--- src/rtl/gate_equiv_sequencer.sv ---
// Exhaustive truth-table sweep over two N-input, 1-output implementations of one function.
// It drives every minterm, waits SETTLE cycles, samples both outputs, then reports mismatches.
//
//  state  | meaning
//  -------+-----------------------------------------------------------
//  IDLE   | waiting for start; results of the last sweep are held
//  DRIVE  | stim = m, settle counter runs down from SETTLE
//  SAMPLE | stim = m, capture out_a/out_b into the tables, count mismatches
//  DONE   | one-cycle done pulse, pass valid, then back to IDLE
module gate_equiv_sequencer #(
  parameter int N      = 2,
  parameter int SETTLE = 1
) (
  input  logic              clk,
  input  logic              rst_n,
  input  logic              start_i,
  output logic [N-1:0]      stim_o,
  input  logic              out_a_i,
  input  logic              out_b_i,
  output logic              busy_o,
  output logic              done_o,
  output logic              pass_o,
  output logic [N:0]        err_count_o,
  output logic              first_err_valid_o,
  output logic [N-1:0]      first_err_m_o,
  output logic [(1<<N)-1:0] tt_a_o,
  output logic [(1<<N)-1:0] tt_b_o
);

  localparam int NM = 1 << N;
  localparam int CW = (SETTLE < 2) ? 1 : $clog2(SETTLE + 1);

  localparam logic [1:0] S_IDLE   = 2'd0;
  localparam logic [1:0] S_DRIVE  = 2'd1;
  localparam logic [1:0] S_SAMPLE = 2'd2;
  localparam logic [1:0] S_DONE   = 2'd3;

  localparam logic [N-1:0]  M_LAST   = {N{1'b1}};
  localparam logic [CW-1:0] CNT_INIT = CW'(SETTLE);
  localparam logic [CW-1:0] CNT_ONE  = CW'(1);

  logic [1:0]    state_q, state_d;
  logic [N-1:0]  m_q, m_d;
  logic [CW-1:0] cnt_q, cnt_d;
  logic [NM-1:0] tt_a_q, tt_a_d;
  logic [NM-1:0] tt_b_q, tt_b_d;
  logic [N:0]    err_q, err_d;
  logic          fev_q, fev_d;
  logic [N-1:0]  fem_q, fem_d;
  logic          pass_q, pass_d;
  logic          mismatch;

  assign mismatch = out_a_i ^ out_b_i;

  always_comb begin
    state_d = state_q;
    m_d     = m_q;
    cnt_d   = cnt_q;
    tt_a_d  = tt_a_q;
    tt_b_d  = tt_b_q;
    err_d   = err_q;
    fev_d   = fev_q;
    fem_d   = fem_q;
    pass_d  = pass_q;

    case (state_q)
      S_IDLE: begin
        if (start_i) begin
          tt_a_d  = '0;
          tt_b_d  = '0;
          err_d   = '0;
          fev_d   = 1'b0;
          fem_d   = '0;
          pass_d  = 1'b0;
          m_d     = '0;
          cnt_d   = CNT_INIT;
          state_d = S_DRIVE;
        end
      end

      S_DRIVE: begin
        cnt_d = cnt_q - CNT_ONE;
        if (cnt_q == CNT_ONE) begin
          state_d = S_SAMPLE;
        end
      end

      S_SAMPLE: begin
        tt_a_d[m_q] = out_a_i;
        tt_b_d[m_q] = out_b_i;
        if (mismatch) begin
          err_d = err_q + 1'b1;
          if (!fev_q) begin
            fem_d = m_q;
            fev_d = 1'b1;
          end
        end
        // last minterm found by compare so m never has to wrap
        if (m_q == M_LAST) begin
          pass_d  = (err_d == '0);
          state_d = S_DONE;
        end else begin
          m_d     = m_q + 1'b1;
          cnt_d   = CNT_INIT;
          state_d = S_DRIVE;
        end
      end

      S_DONE: begin
        state_d = S_IDLE;
      end

      default: begin
        state_d = S_IDLE;
      end
    endcase
  end

  always_ff @(posedge clk or negedge rst_n) begin
    if (!rst_n) begin
      state_q <= S_IDLE;
      m_q     <= '0;
      cnt_q   <= '0;
      tt_a_q  <= '0;
      tt_b_q  <= '0;
      err_q   <= '0;
      fev_q   <= 1'b0;
      fem_q   <= '0;
      pass_q  <= 1'b0;
    end else begin
      state_q <= state_d;
      m_q     <= m_d;
      cnt_q   <= cnt_d;
      tt_a_q  <= tt_a_d;
      tt_b_q  <= tt_b_d;
      err_q   <= err_d;
      fev_q   <= fev_d;
      fem_q   <= fem_d;
      pass_q  <= pass_d;
    end
  end

  // stimulus bus parks at zero outside the sweep proper
  assign stim_o            = (state_q == S_DRIVE || state_q == S_SAMPLE) ? m_q : '0;
  assign busy_o            = (state_q != S_IDLE);
  assign done_o            = (state_q == S_DONE);
  assign pass_o            = pass_q;
  assign err_count_o       = err_q;
  assign first_err_valid_o = fev_q;
  assign first_err_m_o     = fem_q;
  assign tt_a_o            = tt_a_q;
  assign tt_b_o            = tt_b_q;

endmodule
--- config.mk ---
export PLATFORM = sky130hd
export DESIGN_NAME = gate_equiv_sequencer
export DESIGN_NICKNAME = d
export VERILOG_FILES = /design/src/rtl/gate_equiv_sequencer.sv
export SDC_FILE = /design/constraint.sdc
export NUM_CORES = 1
export LEC_CHECK = 0
export ABC_CLOCK_PERIOD_IN_PS = 3700
export CAP_MARGIN = 20
export CORE_ASPECT_RATIO = 1.25
export CORE_MARGIN = 2
export CORE_UTILIZATION = 25
export CTS_CLUSTER_SIZE = 16
export DETAILED_ROUTE_END_ITERATION = 10
export GPL_ROUTABILITY_DRIVEN = 0
export GPL_TIMING_DRIVEN = 0
export SLEW_MARGIN = 10
export SYNTH_ARGS = -nofsm -noshare
export SYNTH_HDL_FRONTEND = slang
export SYNTH_SLANG_ARGS = --single-unit
--- constraint.sdc ---
create_clock -name clk -period 3.7 [get_ports clk]
set_input_delay 0.74 -clock clk [delete_from_list [all_inputs] [get_ports clk]]
set_output_delay 0.74 -clock clk [all_outputs]
set_load 0.01 [all_outputs]
# After elaboration in Yosys (flattened, before gate mapping)
# Index checks and enable logic that the tools add are counted.
totals:
  ff_bits: 20
  out_inout_bits: 19
  wordCells: 69
  input_bits: 5
op_classes:
  n_reduce_logical: 14
  mux: 30
  n_eq_ne: 10
  order_cmp: 2
  addsub: 3
  bitwise_logic: 1
op_table:
  columns: ["cell", "count"]
  rows:
  - ["two-way mux 2 bit", 8]
  - ["case mux 4 bit (2 select lines)", 2]
  - ["inequality test 2 bit, second input constant", 6]
  - ["AND reduction 3 bit", 4]
  - ["two-way mux 3 bit", 3]
  - ["bitwise mux 4 bit", 2]
  - ["case mux 2 bit (2 select lines)", 2]
  - ["case mux 2 bit (4 select lines)", 1]
  - ["equality test 2 bit, second input constant", 3]
  - ["two-way mux 1 bit", 6]
  - ["case mux 3 bit (2 select lines)", 1]
  - ["two-way mux 4 bit", 1]
  - ["case mux 1 bit (2 select lines)", 2]
  - ["AND reduction 2 bit", 2]
  - ["AND reduction 4 bit", 1]
  - ["nonzero test 2 bit", 2]
  - ["adder 3 x 1 -> 3 bit, second input constant", 1]
  - ["zero test 3 bit", 1]
  - ["< comparator 2 x 3 -> 1 bit, second input constant", 1]
  - ["case mux 1 bit (3 select lines)", 1]
  - ["nonzero test 3 bit", 1]
  - ["adder 2 x 1 -> 2 bit, second input constant", 1]
  - ["demux 1 bit (select 2 bit)", 1]
  - ["equality test 2 x 1 -> 1 bit, second input constant", 1]
  - ["other kinds (6)", 6]

# Depth between registers and ports, before layout
logic_depth:
  depth_word: 6
  mapped_depth: 8
  ltp_nobuf: 6

# Worst setup path after synthesis
# OpenSTA, ideal clock, no wires.
synth_path:
  path_kind: "reg2out"
  start: "register state_q[0]"
  end: "output port stim_o[1]"
  arrival_time_ns: 0.939
  path_slack_ns: 2.021
  n_path_buf: 0
  required_time_ns: 2.960
  stages_incl_launch_ff: 4
  cell_sequence: "dfrtp_1 inv_1 ha_1 and2_1"
synth_between:
  elab_chain_cells: 3
  word_cells_on_any_way: 4
  classes_between: "eq/ne (2); mux (1); reduce/logical (1)"
synth_lines:
  columns: ["item", "line", "source"]
  rows:
  - ["start: declaration", "42", "logic [1:0] state_q, state_d;"]
  - ["start signal: assignment", "131", "state_q <= state_d;"]
  - ["equality test 2 x 1 -> 1 bit / equality test 2 bit (equally long branches)", "144", "assign stim_o = (state_q == S_DRIVE || state_q == S_SAMPLE) ? m_q : '0;"]
  - ["logical OR 1 bit (*)", "144", null]
  - ["two-way mux 2 bit (*)", "144", null]
  - ["end: declaration", "17", "output logic [N-1:0] stim_o,"]
# Every way passes the cells marked *; elsewhere a longest branch is shown, timed or not.

# Final worst setup path
layout_path:
  start: "register state_q[1]"
  end: "output port stim_o[1]"
# The elaborated chain is that of the path after synthesis.

==> impl_results.html <==
<table>
<tr><th>Metric</th><th>Value</th></tr>
<tr><th colspan="2">Yosys</th></tr>
<tr><td>Yosys cell types</td><td>36</td></tr>
<tr><td>Cell count after synthesis</td><td>around 120</td></tr>
<tr><td>Commonest register cell after synthesis</td><td>dfrtp_1</td></tr>
<tr><td>Yosys synthesis warning count</td><td>0</td></tr>
<tr><td>Area share of the largest cell type after synthesis</td><td>0.415</td></tr>
<tr><td>Post-Syn Area per Cell</td><td>about 10 um2</td></tr>
<tr><td>Share of flip-flops with an asynchronous set or reset</td><td>1.00</td></tr>
<tr><td>Fraction of the yosys area taken by sequential cells</td><td>0.415</td></tr>
<tr><td>Ranking of synthesized cells by instance count</td><td>dfrtp_1, nand2_1, ha_1</td></tr>
<tr><td>Post-synthesis cell area</td><td>0.00121 mm2</td></tr>
<tr><td>Cell type with the highest aggregate area in the netlist</td><td>dfrtp_1</td></tr>
<tr><td>Top post-synthesis cells by area</td><td>dfrtp_1, ha_1, a32o_1, nand2_1, mux2i_1</td></tr>
<tr><td>Post-synth EDFFs</td><td>0</td></tr>
<tr><td>Synthesized netlist net count</td><td>~130</td></tr>
<tr><td>Most repeated cell in the gate-level netlist after synthesis</td><td>dfrtp_1</td></tr>
<tr><td>Register bit total from synthesis</td><td>20</td></tr>
<tr><th colspan="2">Worst setup path</th></tr>
<tr><td>FF-to-FF setup slack</td><td>about 1.9 ns</td></tr>
<tr><td>CP Buf/Inv Count</td><td>2</td></tr>
<tr><td>Crit-path leading delay family</td><td>buffers and inverters</td></tr>
<tr><td>Critical path endpoint category</td><td>output pin</td></tr>
<tr><td>Library cell contributing the largest single delay on the critical path</td><td>clkdlybuf4s50_1</td></tr>
<tr><td>Endpoint required time on the critical path</td><td>just under 3 ns</td></tr>
<tr><td>CP max FO</td><td>6</td></tr>
<tr><td>Worst reg-to-reg path cell count</td><td>6</td></tr>
<tr><td>Launch point of the worst reg-to-reg path</td><td>state_q[0]</td></tr>
<tr><td>Capturing point of the worst reg2reg path</td><td>first_err_m_o[0]</td></tr>
<tr><td>Type of the worst setup path</td><td>flop to output pin</td></tr>
<tr><td>Critical path depth</td><td>4</td></tr>
<tr><td>Slowest stage delay, CP</td><td>about 0.53 ns</td></tr>
<tr><td>Chain of cells forming the critical path</td><td>inv_1 &gt; ha_1 &gt; and2_1 &gt; clkdlybuf4s50_1</td></tr>
<tr><td>Startpoint of the worst setup timing path</td><td>state_q[1]</td></tr>
<tr><td>Critical path startpoint category</td><td>flop</td></tr>
<tr><td>WP data arrival</td><td>~1.8 ns</td></tr>
<tr><th colspan="2">Place</th></tr>
<tr><td>Port buffer count</td><td>21</td></tr>
<tr><td>Setup WS pre-CTS</td><td>1.46 ns</td></tr>
<tr><td>Detailed placer's ending HPWL</td><td>around 2000 um</td></tr>
<tr><td>Inst Count DP</td><td>slightly below 200</td></tr>
<tr><th colspan="2">Timing</th></tr>
<tr><td>Transition time at the pin with the least slew margin</td><td>between 0.9 and 1 ns</td></tr>
<tr><td>Final number of setup-violating endpoints</td><td>0</td></tr>
<tr><td>Number of pins with negative max-slew slack in the final report</td><td>0</td></tr>
<tr><td>RSZ-0062 raised after global routing</td><td>no</td></tr>
<tr><td>Worst-case clock skew</td><td>0.00390 ns</td></tr>
<tr><td>Setup_tns</td><td>0 ns</td></tr>
<tr><td>Final worst slack</td><td>between 1 and 1.5 ns</td></tr>
<tr><td>Worst hold slack after final layout</td><td>approximately 0.49 ns</td></tr>
<tr><td>Time the final worst path needs with I/O delays and setup</td><td>~2.5 ns</td></tr>
<tr><td>Achievable clock frequency</td><td>398 MHz</td></tr>
<tr><td>Tightest slew margin relative to the limit</td><td>0.385</td></tr>
<tr><td>Final number of hold-violating endpoints</td><td>0</td></tr>
<tr><td>Period utilization</td><td>0.680</td></tr>
<tr><th colspan="2">Die</th></tr>
<tr><td>Effective utilization at floorplan</td><td>0.257</td></tr>
<tr><td>I/O pin count</td><td>24</td></tr>
<tr><td>Vert. Die Dim</td><td>81.7 um</td></tr>
<tr><td>Horiz. Die Dim</td><td>~66 um</td></tr>
<tr><td>Core ar.</td><td>roughly 0.0047 mm2</td></tr>
<tr><td>Overall die area</td><td>between 0.005 and 0.006 mm2</td></tr>
<tr><td>Std cell rows</td><td>28</td></tr>
<tr><th colspan="2">Clock tree</th></tr>
<tr><td>Root Driver</td><td>clkbuf_8</td></tr>
<tr><td># hold bufs at CTS</td><td>0</td></tr>
<tr><td>Total number of H-tree levels</td><td>1</td></tr>
<tr><td>Number of gates resized after CTS</td><td>0</td></tr>
<tr><td>Post-CTS setup-driven buffer insertion count</td><td>0</td></tr>
<tr><td>Clock transition at the registers of the reported paths</td><td>roughly 0.080 ns</td></tr>
<tr><td>Number of clock sinks seen by CTS</td><td>20</td></tr>
<tr><td>Clock tree from TritonCTS</td><td>built</td></tr>
<tr><td>Number of CTS-inserted buffers</td><td>3</td></tr>
<tr><td>Clk Latency, worst-skew pair</td><td>0.27 ns</td></tr>
<tr><td>Clock buffer depth</td><td>2</td></tr>
<tr><th colspan="2">Final layout</th></tr>
<tr><td>Final Instance Count excl. Fillers</td><td>200</td></tr>
<tr><td>Total area of sequential cells</td><td>around 500 um2</td></tr>
<tr><td>Number of filler cells placed in the layout</td><td>a little over 500</td></tr>
<tr><td>Share of final-layout standard cells stronger than drive strength 1</td><td>0.114</td></tr>
<tr><td>Final antenna diode count</td><td>0</td></tr>
<tr><td>Area growth from synthesis to layout</td><td>28.2%</td></tr>
<tr><td>Multi-input combinational cell area</td><td>641 um2</td></tr>
<tr><td>Number of nets in the final layout</td><td>about 160</td></tr>
<tr><th colspan="2">Drt</th></tr>
<tr><td>Antenna-violating nets left</td><td>0</td></tr>
<tr><td>DR vias</td><td>between 900 and 1000</td></tr>
<tr><td>DRT Wirelength</td><td>2760 um</td></tr>
<tr><td>Post-DR wirelength/cell</td><td>13.8 um</td></tr>
<tr><td>Remaining routing DRC violations</td><td>0</td></tr>
<tr><td>Drt first pass iters</td><td>4</td></tr>
<tr><td>Drt initial violations</td><td>41</td></tr>
<tr><td>Vias per Instance</td><td>around 4.8</td></tr>
<tr><th colspan="2">Pwr</th></tr>
<tr><td>LEAKAGE</td><td>~0.69 nW</td></tr>
<tr><td>Areal power density over the cells</td><td>762 mW/mm2</td></tr>
<tr><td>Maximum resistive drop on vdd</td><td>around 0.35 mV</td></tr>
<tr><td>Overall power of the completed layout</td><td>approximately 1.2 mW</td></tr>
<tr><th colspan="2">Global routing</th></tr>
<tr><td>Number of global-route vias before repair</td><td>about 1000</td></tr>
<tr><td>First-pass GRT wire length</td><td>4690 um</td></tr>
<tr><td>Initial antenna violation count</td><td>0</td></tr>
<tr><td>Overflow left after global routing</td><td>0</td></tr>
<tr><td>Overall fraction of global-route tracks in use</td><td>0.115</td></tr>
<tr><td>Pin count of the biggest net entering global routing</td><td>21</td></tr>
<tr><th colspan="2">Run status</th></tr>
<tr><td>Status</td><td>completed</td></tr>
<tr><th colspan="2">Min path</th></tr>
<tr><td>Depth of the worst hold-timing path</td><td>2</td></tr>
<tr><td>HP Start</td><td>pass_o</td></tr>
<tr><td>Worst Hold End</td><td>pass_o</td></tr>
<tr><td>Hold Crit Class</td><td>flop to flop</td></tr>
<tr><th colspan="2">Flow run</th></tr>
<tr><td>Maximum capacitance violations</td><td>0</td></tr>
</table>
cells by family (layout without fill, tap and decap cells):
kind of cell / count (synthesis) / count (layout) / synth area share
buf+inv: 12 / 37 / 0.0539
fa+ha+maj: 11 / 11 / 0.114
flops: 20 / 20 / 0.415
mux: 5 / 5 / 0.0487
xor+xnor: 2 / 2 / 0.0208
compound gates: 32 / 32 / 0.202
simple gates: 33 / 33 / 0.145
power breakdown:
group | switching (mW) | internal [mW]
Combinational | 0.326 | 0.319
Sequential | 0.0725 | 0.287
Clock | 0.0789 | 0.0950
area by class of cell:
class / instances / share of cell area
multi-input combinational: 83 / 0.414
sequential: 20 / 0.324
timing repair buffer: 21 / 0.136
tap: 60 / 0.0485
clock buffer: 4 / 0.0356
buffer: 5 / 0.0251
inverter: 7 / 0.0170
worst min-delay path, delay by kind of cell, from the launching register on:
| family | cells | cell delay, ns |
|---|---|---|
| simple gates | 2 | 0.10 |
| flops | 1 | 0.36 |
worst max-delay path by stage:
stage,endpoint,slack (ns)
after floorplan,stim_o[1],2.02
after global placement,first_err_m_o[0],1.51
after detailed placement,first_err_m_o[0],1.46
after CTS,stim_o[1],1.19
after global routing,stim_o[1],1.08
final,stim_o[1],1.18
placed cells by master (no fill, tap or decap), types with 2 or more instances in the layout:
cell             count
a21oi_1              4
a221o_1              2
a22o_1               2
a32o_1               8
and2_1               3
and3_1               2
buf_4                3
clkbuf_8             4
clkdlybuf4s50_1     21
dfrtp_1             20
ha_1                11
inv_1                7
mux2i_1              3
nand2_1             12
nand2b_1             4
nor2_1               3
nor4_1               3
o21ai_0              6
o21ai_1              3
stage by stage:
step | cell area (um2) | utilization
floorplan | 1210 | -
detailed placement | 1490 | 0.318
global placement | 1490 | 0.318
finish | 1550 | 0.329
global route | 1550 | 0.329
CTS | 1550 | 0.329
state kept, by name, indices dropped and copies added, names as in the netlist:
| name | count |
|---|---|
| first_err_m_o | 2 |
| err_count_o | 3 |
| state_q | 2 |
| first_err_valid_o | 1 |
| pass_o | 1 |
| tt_a_o | 4 |
| cnt_q | 1 |
| m_q | 2 |
| tt_b_o | 4 |
per-layer routing:
layer	vias up	track usage	wire length, um
li1	464	-	-
met5	-	0	0
met3	5	0.0219	103
met2	21	0.185	1310
met4	0	0.0490	55
met1	471	0.149	1300
No activity file was read; power rests on OpenSTA's default activity.
